[src/rtl/buffer_dma_pkg.sv]
// buffer_dma_pkg: shared types and limits for the buffer DMA controller.
// Optional feature macro used by the slice: BUFFER_DMA_PROGRESS_EN.
package buffer_dma_pkg;

  typedef enum logic [2:0] {
    IDLE,
    LD_RUN,
    LD_DRAIN,
    SV_RD,
    SV_WAIT,
    SV_REQ,
    DONE
  } state_e;

  localparam int MAX_OUT_LIMIT = 15;
  localparam int OUT_W         = 4;
  localparam int BUF_W         = 16;

endpackage

[src/rtl/dma_addr_gen.sv]
// dma_addr_gen: per-direction memory address, buffer pointer and
// word counters with lookahead done compares.
module dma_addr_gen
  import buffer_dma_pkg::*;
#(
  parameter int ADDR_W = 32
) (
  input  logic              clk,
  input  logic              rst,
  input  logic              load,
  input  logic [ADDR_W-1:0] start_addr,
  input  logic [ADDR_W-1:0] words,
  input  logic [BUF_W-1:0]  buf_start,
  input  logic              mem_adv,
  input  logic              buf_adv,
  output logic [ADDR_W-1:0] mem_addr,
  output logic [BUF_W-1:0]  buf_addr,
  output logic [ADDR_W-1:0] count,
  output logic              issue_done,
  output logic              issue_last,
  output logic              rcvd_last
);

  logic [ADDR_W-1:0] mem_addr_q, mem_addr_d;
  logic [BUF_W-1:0]  buf_addr_q, buf_addr_d;
  logic [ADDR_W-1:0] words_q, words_d;
  logic [ADDR_W-1:0] issued_q, issued_d;
  logic [ADDR_W-1:0] rcvd_q, rcvd_d;

  always_comb begin
    mem_addr_d = mem_addr_q;
    buf_addr_d = buf_addr_q;
    words_d    = words_q;
    issued_d   = issued_q;
    rcvd_d     = rcvd_q;
    if (load) begin
      mem_addr_d = start_addr;
      buf_addr_d = buf_start;
      words_d    = words;
      issued_d   = '0;
      rcvd_d     = '0;
    end else begin
      if (mem_adv) begin
        mem_addr_d = mem_addr_q + ADDR_W'(1);
        issued_d   = issued_q + ADDR_W'(1);
      end
      if (buf_adv) begin
        buf_addr_d = buf_addr_q + BUF_W'(1);
        rcvd_d     = rcvd_q + ADDR_W'(1);
      end
    end
  end

  always_ff @(posedge clk) begin
    if (rst) begin
      mem_addr_q <= '0;
      buf_addr_q <= '0;
      words_q    <= '0;
      issued_q   <= '0;
      rcvd_q     <= '0;
    end else begin
      mem_addr_q <= mem_addr_d;
      buf_addr_q <= buf_addr_d;
      words_q    <= words_d;
      issued_q   <= issued_d;
      rcvd_q     <= rcvd_d;
    end
  end

  assign mem_addr   = mem_addr_q;
  assign buf_addr   = buf_addr_q;
  assign count      = rcvd_q;
  assign issue_done = (issued_q == words_q);
  assign issue_last = ((issued_q + ADDR_W'(1)) == words_q);
  assign rcvd_last  = ((rcvd_q + ADDR_W'(1)) == words_q);

endmodule

[src/rtl/buffer_dma_ctrl.sv]
// buffer_dma_ctrl: moves words between external memory and the on-chip
// buffer. Define BUFFER_DMA_PROGRESS_EN to add the progress_words port.
module buffer_dma_ctrl
  import buffer_dma_pkg::*;
#(
  parameter int MAX_OUTSTANDING = 4,
  parameter int ADDR_W          = 32
) (
  input  logic              clk,
  input  logic              rst,
  input  logic              start_load,
  input  logic              start_save,
  input  logic              abort,
  input  logic [ADDR_W-1:0] ld_start,
  input  logic [ADDR_W-1:0] ld_words,
  input  logic [ADDR_W-1:0] sv_start,
  input  logic [ADDR_W-1:0] sv_words,
  input  logic [BUF_W-1:0]  ld_buf_addr,
  input  logic [BUF_W-1:0]  sv_buf_addr,
  output logic              mem_req,
  output logic              mem_we,
  output logic [ADDR_W-1:0] mem_addr,
  output logic [15:0]       mem_wdata,
  input  logic              mem_gnt,
  input  logic              mem_rvalid,
  input  logic [15:0]       mem_rdata,
  output logic              buf_wr_en,
  output logic              buf_rd_en,
  output logic [BUF_W-1:0]  buf_addr,
  output logic [15:0]       buf_wdata,
  input  logic [15:0]       buf_rdata,
  output logic              busy,
  output logic              buffer_loaded,
  output logic              buffer_saved
`ifdef BUFFER_DMA_PROGRESS_EN
  ,
  output logic [ADDR_W-1:0] progress_words
`endif
);

  localparam int MAX_CLAMP =
    (MAX_OUTSTANDING > MAX_OUT_LIMIT) ? MAX_OUT_LIMIT :
    (MAX_OUTSTANDING < 1) ? 1 : MAX_OUTSTANDING;
  localparam logic [OUT_W-1:0] MAX_OUT = OUT_W'(MAX_CLAMP);

  state_e state_q, state_d;

  logic [OUT_W-1:0] out_q, out_d;
  logic [15:0]      wdata_q, wdata_d;
  logic             dir_q, dir_d;
  logic             ld_flag_q, ld_flag_d;
  logic             sv_flag_q, sv_flag_d;

  logic              ld_load, sv_load;
  logic              ld_grant, ld_rx, ld_store, sv_grant;
  logic [ADDR_W-1:0] ld_mem_addr, sv_mem_addr;
  logic [BUF_W-1:0]  ld_buf_ptr, sv_buf_ptr;
  logic [ADDR_W-1:0] ld_cnt, sv_cnt;
  logic              ld_issue_done, ld_issue_last, ld_rcvd_last;
  logic              sv_issue_done, sv_issue_last, sv_rcvd_last;
  logic              unused_ok;

  assign ld_load  = (state_q == IDLE) && start_load;
  assign sv_load  = (state_q == IDLE) && start_save && !start_load;
  assign ld_grant = mem_req && mem_gnt && !mem_we;
  // Returns only count against requests issued since the last reset.
  assign ld_rx    = mem_rvalid && (out_q != '0) &&
                    ((state_q == LD_RUN) || (state_q == LD_DRAIN));
  assign ld_store = ld_rx && (state_q == LD_RUN) && !abort;
  assign sv_grant = (state_q == SV_REQ) && !abort && mem_gnt;

  dma_addr_gen #(.ADDR_W(ADDR_W)) u_ld_gen (
    .clk        (clk),
    .rst        (rst),
    .load       (ld_load),
    .start_addr (ld_start),
    .words      (ld_words),
    .buf_start  (ld_buf_addr),
    .mem_adv    (ld_grant),
    .buf_adv    (ld_store),
    .mem_addr   (ld_mem_addr),
    .buf_addr   (ld_buf_ptr),
    .count      (ld_cnt),
    .issue_done (ld_issue_done),
    .issue_last (ld_issue_last),
    .rcvd_last  (ld_rcvd_last)
  );

  dma_addr_gen #(.ADDR_W(ADDR_W)) u_sv_gen (
    .clk        (clk),
    .rst        (rst),
    .load       (sv_load),
    .start_addr (sv_start),
    .words      (sv_words),
    .buf_start  (sv_buf_addr),
    .mem_adv    (sv_grant),
    .buf_adv    (sv_grant),
    .mem_addr   (sv_mem_addr),
    .buf_addr   (sv_buf_ptr),
    .count      (sv_cnt),
    .issue_done (sv_issue_done),
    .issue_last (sv_issue_last),
    .rcvd_last  (sv_rcvd_last)
  );

  always_ff @(posedge clk) begin
    if (rst) state_q <= IDLE;
    else     state_q <= state_d;
  end

  always_comb begin
    state_d = state_q;
    unique case (state_q)
      IDLE: begin
        if (start_load)
          state_d = (ld_words == '0) ? DONE : LD_RUN;
        else if (start_save)
          state_d = (sv_words == '0) ? DONE : SV_RD;
      end
      LD_RUN: begin
        if (abort)
          state_d = LD_DRAIN;
        else if (ld_store && ld_rcvd_last)
          state_d = DONE;
      end
      LD_DRAIN: if (out_q == '0) state_d = IDLE;
      SV_RD:    state_d = abort ? IDLE : SV_WAIT;
      SV_WAIT:  state_d = abort ? IDLE : SV_REQ;
      SV_REQ: begin
        if (abort)
          state_d = IDLE;
        else if (mem_gnt)
          state_d = sv_issue_last ? DONE : SV_RD;
      end
      DONE:     state_d = IDLE;
      default:  state_d = IDLE;
    endcase
  end

  always_comb begin
    mem_req   = 1'b0;
    mem_we    = 1'b0;
    mem_addr  = '0;
    mem_wdata = '0;
    buf_wr_en = 1'b0;
    buf_rd_en = 1'b0;
    buf_addr  = '0;
    buf_wdata = '0;
    unique case (state_q)
      LD_RUN: begin
        mem_req   = !abort && !ld_issue_done && (out_q < MAX_OUT);
        mem_addr  = ld_mem_addr;
        buf_wr_en = ld_store;
        buf_addr  = ld_buf_ptr;
        buf_wdata = ld_store ? mem_rdata : 16'h0;
      end
      SV_RD: begin
        buf_rd_en = 1'b1;
        buf_addr  = sv_buf_ptr;
      end
      SV_REQ: begin
        mem_req   = !abort;
        mem_we    = !abort;
        mem_addr  = sv_mem_addr;
        mem_wdata = wdata_q;
      end
      default: ;
    endcase
  end

  assign busy          = (state_q != IDLE);
  assign buffer_loaded = ld_flag_q;
  assign buffer_saved  = sv_flag_q;

  always_comb begin
    out_d = out_q;
    if (ld_grant && !ld_rx)
      out_d = out_q + OUT_W'(1);
    else if (!ld_grant && ld_rx)
      out_d = out_q - OUT_W'(1);
    wdata_d = (state_q == SV_WAIT) ? buf_rdata : wdata_q;
    dir_d = dir_q;
    if (ld_load)      dir_d = 1'b0;
    else if (sv_load) dir_d = 1'b1;
    ld_flag_d = ld_flag_q;
    sv_flag_d = sv_flag_q;
    if (ld_load) ld_flag_d = 1'b0;
    if (sv_load) sv_flag_d = 1'b0;
    // Flag rises on entry to DONE so it is visible during DONE.
    if ((state_d == DONE) && (state_q != DONE)) begin
      if (dir_d) sv_flag_d = 1'b1;
      else       ld_flag_d = 1'b1;
    end
  end

  always_ff @(posedge clk) begin
    if (rst) begin
      out_q     <= '0;
      wdata_q   <= '0;
      dir_q     <= 1'b0;
      ld_flag_q <= 1'b0;
      sv_flag_q <= 1'b0;
    end else begin
      out_q     <= out_d;
      wdata_q   <= wdata_d;
      dir_q     <= dir_d;
      ld_flag_q <= ld_flag_d;
      sv_flag_q <= sv_flag_d;
    end
  end

`ifdef BUFFER_DMA_PROGRESS_EN
  assign progress_words = dir_q ? sv_cnt : ld_cnt;
  assign unused_ok = ^{ld_issue_last, sv_issue_done, sv_rcvd_last};
`else
  assign unused_ok = ^{ld_issue_last, sv_issue_done, sv_rcvd_last,
                       ld_cnt, sv_cnt};
`endif

endmodule

[config.mk]
export PLATFORM = sky130hd
export DESIGN_NAME = buffer_dma_ctrl
export DESIGN_NICKNAME = d
export VERILOG_FILES = /design/src/rtl/buffer_dma_pkg.sv /design/src/rtl/dma_addr_gen.sv /design/src/rtl/buffer_dma_ctrl.sv
export SDC_FILE = /design/constraint.sdc
export NUM_CORES = 1
export LEC_CHECK = 0
export ABC_AREA = 1
export BUFFER_PORTS_ARGS = -buffer_cell sky130_fd_sc_hd__buf_2
export CAP_MARGIN = 20
export CORE_ASPECT_RATIO = 0.9
export CORE_MARGIN = 5
export CORE_UTILIZATION = 40
export CTS_CLUSTER_SIZE = 8
export DETAILED_ROUTE_END_ITERATION = 8
export MAX_ROUTING_LAYER = met4
export PLACE_DENSITY = 0.62
export SETUP_SLACK_MARGIN = 0.2
export SLEW_MARGIN = 20
export SYNTH_ARGS = -nofsm -noshare
export SYNTH_HDL_FRONTEND = slang
export SYNTH_SLANG_ARGS = --single-unit
export TNS_END_PERCENT = 50
[constraint.sdc]
create_clock -name clk -period 4.2 [get_ports clk]
set_clock_uncertainty 0.1 [all_clocks]
set_input_delay 0.63 -clock clk [delete_from_list [all_inputs] [get_ports clk]]
set_output_delay 0.63 -clock clk [all_outputs]
set_load 0.01 [all_outputs]
After elaboration in Yosys (flattened, before gate mapping)
Index checks and enable logic that the tools add are counted.
Widths: inputs -> output; s select.
{"block": "totals", "memories": 0, "mem_bits_ro": 0, "output_inout_bits": 87, "mem_bits_rw": 0, "elab_cells": 111, "regBits": 282, "in_bits": 199, "latch_bits": 0}
{"block": "op_classes", "multipliers": 0, "add_sub_neg": 9, "n_div": 0, "mux": 40, "shift": 0, "magnitude_cmp": 1, "n_eq_ne": 10, "bitwise_logic": 0, "n_reduce_logical": 36}
{"cell": "$add 32x1->32 const B", "count": 5}
{"cell": "$mux 32", "count": 4}
{"cell": "$mux 16", "count": 7}
{"cell": "$eq 32x32->1", "count": 3}
{"cell": "$logic_not 32->1", "count": 2}
{"cell": "$pmux 32 s2", "count": 1}
{"cell": "$mux 3", "count": 12}
{"cell": "$add 16x1->16 const B", "count": 2}
{"cell": "$pmux 16 s2", "count": 1}
{"cell": "$pmux 3 s6", "count": 1}
{"cell": "$logic_and 1x1->1", "count": 17}
{"cell": "$mux 1", "count": 11}
{"cell": "$eq 3x3->1 const B", "count": 3}
{"cell": "$mux 4", "count": 2}
{"cell": "$reduce_bool 2->1", "count": 4}
{"cell": "$eq 3x2->1 const B", "count": 2}
{"cell": "$logic_not 1->1", "count": 6}
{"cell": "$add 4x1->4 const B", "count": 1}
{"cell": "$logic_not 4->1", "count": 1}
{"cell": "$lt 4x3->1 const B", "count": 1}
{"cell": "$reduce_bool 4->1", "count": 1}
{"cell": "$reduce_or 2->1", "count": 2}
{"cell": "$sub 4x1->4 const B", "count": 1}
{"cell": "$eq 3x1->1 const B", "count": 1}
{"cell": "5 further kinds", "count": 5}

Longest topological paths before layout
{"block": "depth", "depth_word": 12, "mapped_depth": 21, "ltp_nobuf": 20}

By module
From an unflattened synthesis, not the netlist that was laid out.
{"block": "unflattened", "cells_unflattened": 3360, "hier_area_um2": 21134.0}
{"mod": "dma_addr_gen", "cells_per_inst": 1508, "instances": 2, "seq_area_each_um2": 2882.8, "area_per_inst_um2": 9449.1}
{"mod": "buffer_dma_ctrl", "cells_per_inst": 344, "instances": 1, "seq_area_each_um2": 520.5, "area_per_inst_um2": 2235.9}

Least setup slack after synthesis
Ideal clock, no wire load.
{"block": "synth_timing", "path_type": "in2reg", "from": "in abort", "to": "reg out_q[3]", "path_slack_ns": 1.137, "setup_ns": 0.070, "path_buffers": 1, "required_ns": 4.030, "arrival_time_ns": 2.892, "stages": 14, "cell_sequence": "inv_1 nand3_1 nor3_1 nand2_1 nor3_2 clkbuf_1 ha_1 inv_1 ha_1 and3_1 a211oi_1 xor2_1 nand2_1 a21oi_1"}
{"block": "synth_between", "elab_chain_cells": 9, "word_cells_on_any_way": 13, "cone_classes": "mux (3); reduce/logical (10)"}
{"item": "start, declared", "line_no": "buffer_dma_ctrl.sv:13", "rtl": "input logic abort,"}
{"item": "$logic_not 1->1 *", "line_no": "buffer_dma_ctrl.sv:151, buffer_dma_ctrl.sv:162, buffer_dma_ctrl.sv:163"}
{"item": "$logic_and 1x1->1 (2 in a row)", "line_no": "buffer_dma_ctrl.sv:151", "rtl": "mem_req = !abort && !ld_issue_done && (out_q < MAX_OUT);"}
{"item": "$pmux 1 s2", "line_no": "buffer_dma_ctrl.sv:149", "rtl": "unique case (state_q)"}
{"item": "$logic_and 1x1->1", "line_no": "buffer_dma_ctrl.sv:65", "rtl": "assign ld_grant = mem_req && mem_gnt && !mem_we;"}
{"item": "$logic_and 1x1->1 *", "line_no": "buffer_dma_ctrl.sv:65"}
{"item": "net ld_grant", "line_no": "buffer_dma_ctrl.sv:55", "rtl": "logic ld_grant, ld_rx, ld_store, sv_grant;"}
{"item": "$logic_not 1->1", "line_no": "buffer_dma_ctrl.sv:179", "rtl": "else if (!ld_grant && ld_rx)"}
{"item": "$logic_and 1x1->1", "line_no": "buffer_dma_ctrl.sv:179"}
{"item": "$reduce_bool 2->1 (no line)"}
{"item": "end signal, assigned", "line_no": "buffer_dma_ctrl.sv:204", "rtl": "out_q <= out_d;"}
{"item": "end, declared", "line_no": "buffer_dma_ctrl.sv:48", "rtl": "logic [OUT_W-1:0] out_q, out_d;"}
Mark *: on every way through the listed nets, which the timed path passes. The rest lies on a longest branch.
A chain may end at the register's enable or synchronous reset.

Worst setup path after layout
{"block": "layout_timing", "from": "reg state_q[0]", "to": "out buf_addr[10]"}
{"block": "layout_between", "elab_chain_cells": 2, "word_cells_on_any_way": 3, "cone_classes": "eq/ne (2); mux (1)"}
{"item": "start, declared", "line_no": "buffer_dma_ctrl.sv:46", "rtl": "state_e state_q, state_d;"}
{"item": "start signal, assigned", "line_no": "buffer_dma_ctrl.sv:108", "rtl": "else state_q <= state_d;"}
{"item": "$eq 3x2->1 or $eq 3x1->1 (tied branches)", "line_no": "buffer_dma_ctrl.sv:149"}
{"item": "$pmux 16 s2 *", "line_no": "buffer_dma_ctrl.sv:149"}
{"item": "end, declared", "line_no": "buffer_dma_ctrl.sv:29", "rtl": "output logic [BUF_W-1:0] buf_addr,"}
Every way passes the cells marked *; elsewhere a longest branch is shown, timed or not.

==> impl_metrics.tcl <==
set metrics [dict create \
    tritoncts "built" \
    grt_pass1_wl_um 104000 \
    slew_viol_final 0 \
    seq_area_um2 5650 \
    setup_viol 0 \
    clockBufferDepth 3 \
    hold_viol 0 \
    initialDrtViolationCount 1674 \
    worstSetupStartpointType "register" \
    totalWireLength_um 67800 \
    top_usage_layer "met2" \
    use_met1_pct 34.6 \
    first_pass_iters 6 \
    finish.utilization_pct 47.3 \
    min_period_ps 3730 \
    synth-xor-area-share_pct 7.19 \
    grtUsageMet2_pct 44.3 \
    areaGrowthSynthToFinish_pct 17.2 \
    fin_nets 3279 \
    r2r_end "out_q[3]$_SDFFE_PP0P_" \
    routed_via_density 5.34 \
    seq_power_share_pct 40.4 \
    syn-num-nets 3045 \
    p_int_uw 5210 \
    synthAdderAreaFrac_pct 0.813 \
    syn_area_per_cell_um2 6.30 \
    synth-edff-count 0 \
    multiInputGateArea_um2 10600 \
    maxSlewHeadroom_pct 39.9 \
    synth_mux_area_share_pct 0.448 \
    switching_share_pct 32.9 \
    grt_pass1_vias 18800 \
    row_count 73 \
    die_area_um2 49000 \
    io-pin-count 286 \
    met3_usage_pct 4.70 \
    remaining_drc_errors 0 \
    whs_path_depth 3 \
    crit_start "state_q[0]$_SDFF_PP0_" \
    vias 19700 \
    cts_buffers 41 \
    num-fill-cells 4682 \
    r2r_start "u_ld_gen.words_q[14]$_SDFFE_PP0P_" \
    rsz0062_at_grt "no" \
    insertion_delay_ps 580 \
    layout-drive-gt1-share_pct 14.0 \
    hp-class "primary input to register" \
    whs_endpoint "u_sv_gen.words_q[11]$_SDFFE_PP0P_" \
    grt_max_degree 73 \
    switchingPower_uw 2550 \
    place.gp.congestion 0.961 \
    synth-seq-cells 282 \
    min_from "sv_words[11]" \
    cp.required_ps 3470 \
    syn_inst 2835 \
    ctsHoldBuffers 0 \
    setup.worst_path.class "register to output pin" \
    final.period_utilization_pct 88.9 \
    post_drt_wl_per_cell_um 18.4 \
    fin_hold_ws_ps 195 \
    die_h_um 210 \
    post_cts_buffers 0 \
    yosys_warnings 0 \
    cts-htree-levels 2 \
    start_util_pct 40.4 \
    arrival_ps 3000 \
    cts_sinks 282 \
    reg2reg_slack_ps 1180 \
    synth-main-ff-cell "dfxtp_1" \
    yosysSeqAreaShare_pct 31.6 \
    core_region_area_um2 44200 \
    end_kind "output pin" \
    track_usage_pct 27.3 \
    chipWidth_um 233 \
    power_density_nw_per_um2 371 \
    synth_compound_area_share_pct 17.3 \
    critPathMaxFanout 14 \
    cap_violations 0 \
    p_leak_uw 0.00865 \
    max_freq_mhz 268 \
    antenna_found_initial 9 \
    ys_async_sr_fraction_pct 0 \
    outcome "finished, final reports clean" \
    synth_top_family_by_area "simple AND/OR/NAND/NOR gates" \
    cts_root_buffer "clkbuf_16" \
    p_clk_share_pct 39.1 \
    antenna_left 0 \
    io_buffers 285 \
    p_comb_share_pct 20.4 \
    reg2regPathDepth 14 \
    tns_ps 0 \
    grt_overflow 0 \
    cts_resized 0 \
    ys_types 56 \
    vdd_drop_max_mv 0.228 \
    path_clk_slew_ps 50 \
    synth-simple-area-share_pct 33.2 \
    tightest_slew_ps 895 \
    syn_area_um2 17900 \
    hpwl_um 51400 \
]
## state kept, by name, indices dropped and copies added (netlist names)
register / flops
u_ld_gen.count: 32
u_ld_gen.issued_q: 32
u_ld_gen.mem_addr: 32
u_ld_gen.words_q: 32
u_sv_gen.issued_q: 32
u_sv_gen.mem_addr: 32
u_sv_gen.words_q: 32
u_ld_gen.buf_addr: 16
u_sv_gen.buf_addr: 16
wdata_q: 16
out_q: 4
state_q: 3
buffer_loaded: 1
buffer_saved: 1
dir_q: 1
## per-stage QoR
stage,worst slack [ps],instance area (µm²),total power (µW),cells
3_5_place_dp,964,19800,4750,3626
4_1_cts,425,20900,7810,3672
6_report,468,20900,7760,3681
2_1_floorplan,1140,17900,4140,2835
5_1_grt,328,20900,8130,3681
3_3_place_gp,891,19800,4730,3626
## cells in the mapped netlist (4+ instances only)
| master | instances | share of area [%] |
|---|---|---|
| nand3b_1 | 4 | 0.17 |
| nor4_1 | 25 | 0.88 |
| xnor2_1 | 54 | 2.6 |
| ha_1 | 10 | 0.70 |
| nor3_1 | 62 | 1.7 |
| buf_2 | 5 | 0.14 |
| mux2i_1 | 8 | 0.45 |
| a31oi_1 | 15 | 0.53 |
| dfxtp_1 | 282 | 32 |
| o21bai_1 | 4 | 0.17 |
| clkbuf_1 | 94 | 2.0 |
| nand2_1 | 693 | 15 |
| o21ai_1 | 6 | 0.17 |
| inv_2 | 11 | 0.23 |
| nand2_2 | 13 | 0.46 |
| a211oi_1 | 12 | 0.50 |
| a21oi_1 | 215 | 6.0 |
| o211ai_1 | 20 | 0.84 |
| a221oi_1 | 5 | 0.25 |
| nor2_2 | 20 | 0.70 |
| xor2_1 | 82 | 4.0 |
| clkinv_1 | 6 | 0.13 |
| a311oi_1 | 5 | 0.25 |
| buf_1 | 15 | 0.32 |
| nand4_1 | 31 | 1.1 |
| nand3_1 | 163 | 4.6 |
| o221ai_1 | 4 | 0.20 |
| o21ai_0 | 243 | 6.8 |
| nor2_1 | 338 | 7.1 |
| o22ai_1 | 33 | 1.2 |
| nor3_2 | 4 | 0.22 |
| nor2_4 | 7 | 0.44 |
| inv_1 | 309 | 6.5 |
## layout by cell type (no fill, tap or decap), types with 33 or more instances in the layout
cell / synthesis / final
a21oi_1: 215 / 215
buf_2: 5 / 285
clkbuf_16: 0 / 42
dfxtp_1: 282 / 282
inv_1: 309 / 307
nand2_1: 693 / 693
nand3_1: 163 / 163
nor2_1: 338 / 336
nor3_1: 62 / 61
o21ai_0: 243 / 243
o22ai_1: 33 / 33
xnor2_1: 54 / 54
xor2_1: 82 / 82
## layout make-up
| type | instances | share of cell area (%) |
|---|---|---|
| Multi-Input combinational cell | 2110 | 50.5 |
| Clock inverter | 3 | 0.209 |
| Antenna cell | 9 | 0.108 |
| Clock buffer | 43 | 5.04 |
| Sequential cell | 282 | 27.0 |
| Inverter | 327 | 5.91 |
| Timing Repair Buffer | 307 | 7.67 |
| Tap cell | 600 | 3.59 |
## critical path, cell delays in order (launching register included)
cell     delay (ps)
dfxtp_1         430
inv_1           150
nor3_1          630
inv_1           500
o22ai_1         490
buf_2           220
## metal layers
metal | vias to the layer above | wire, µm
li1 | 9710 | -
met4 | 0 | 2370
met5 | - | 0
met1 | 9151 | 29100
met2 | 674 | 31600
met3 | 121 | 4750
## power by group through the flow
| stage | combinational (µW) | clock, µW | sequential (µW) |
|---|---|---|---|
| 6_report | 1580 | 3040 | 3140 |
| 4_1_cts | 1570 | 3110 | 3130 |
| 3_5_place_dp | 1570 | 0 | 3180 |
| 3_3_place_gp | 1550 | 0 | 3170 |
| 2_1_floorplan | 1040 | 0 | 3100 |
| 5_1_grt | 1750 | 3210 | 3160 |
## kinds of logic after synthesis
group / Yosys count
simple gates: 1380
compound gates: 571
buf+inv: 443
flops: 282
xor+xnor: 140
fa+ha+maj: 11
mux: 8
## worst max path at each step
stage                               end  slack (ps)  cells past startpoint
3_5_place_dp    buffer_saved$_SDFF_PP0_         960                     12
2_1_floorplan     out_q[3]$_SDFFE_PP0P_        1140                     14
5_1_grt                    buf_addr[15]         330                      5
4_1_cts                    buf_addr[15]         430                      5
6_report                   buf_addr[10]         470                      5
3_3_place_gp   buffer_loaded$_SDFF_PP0_         890                     12
Power figures use the tool's default switching activity.
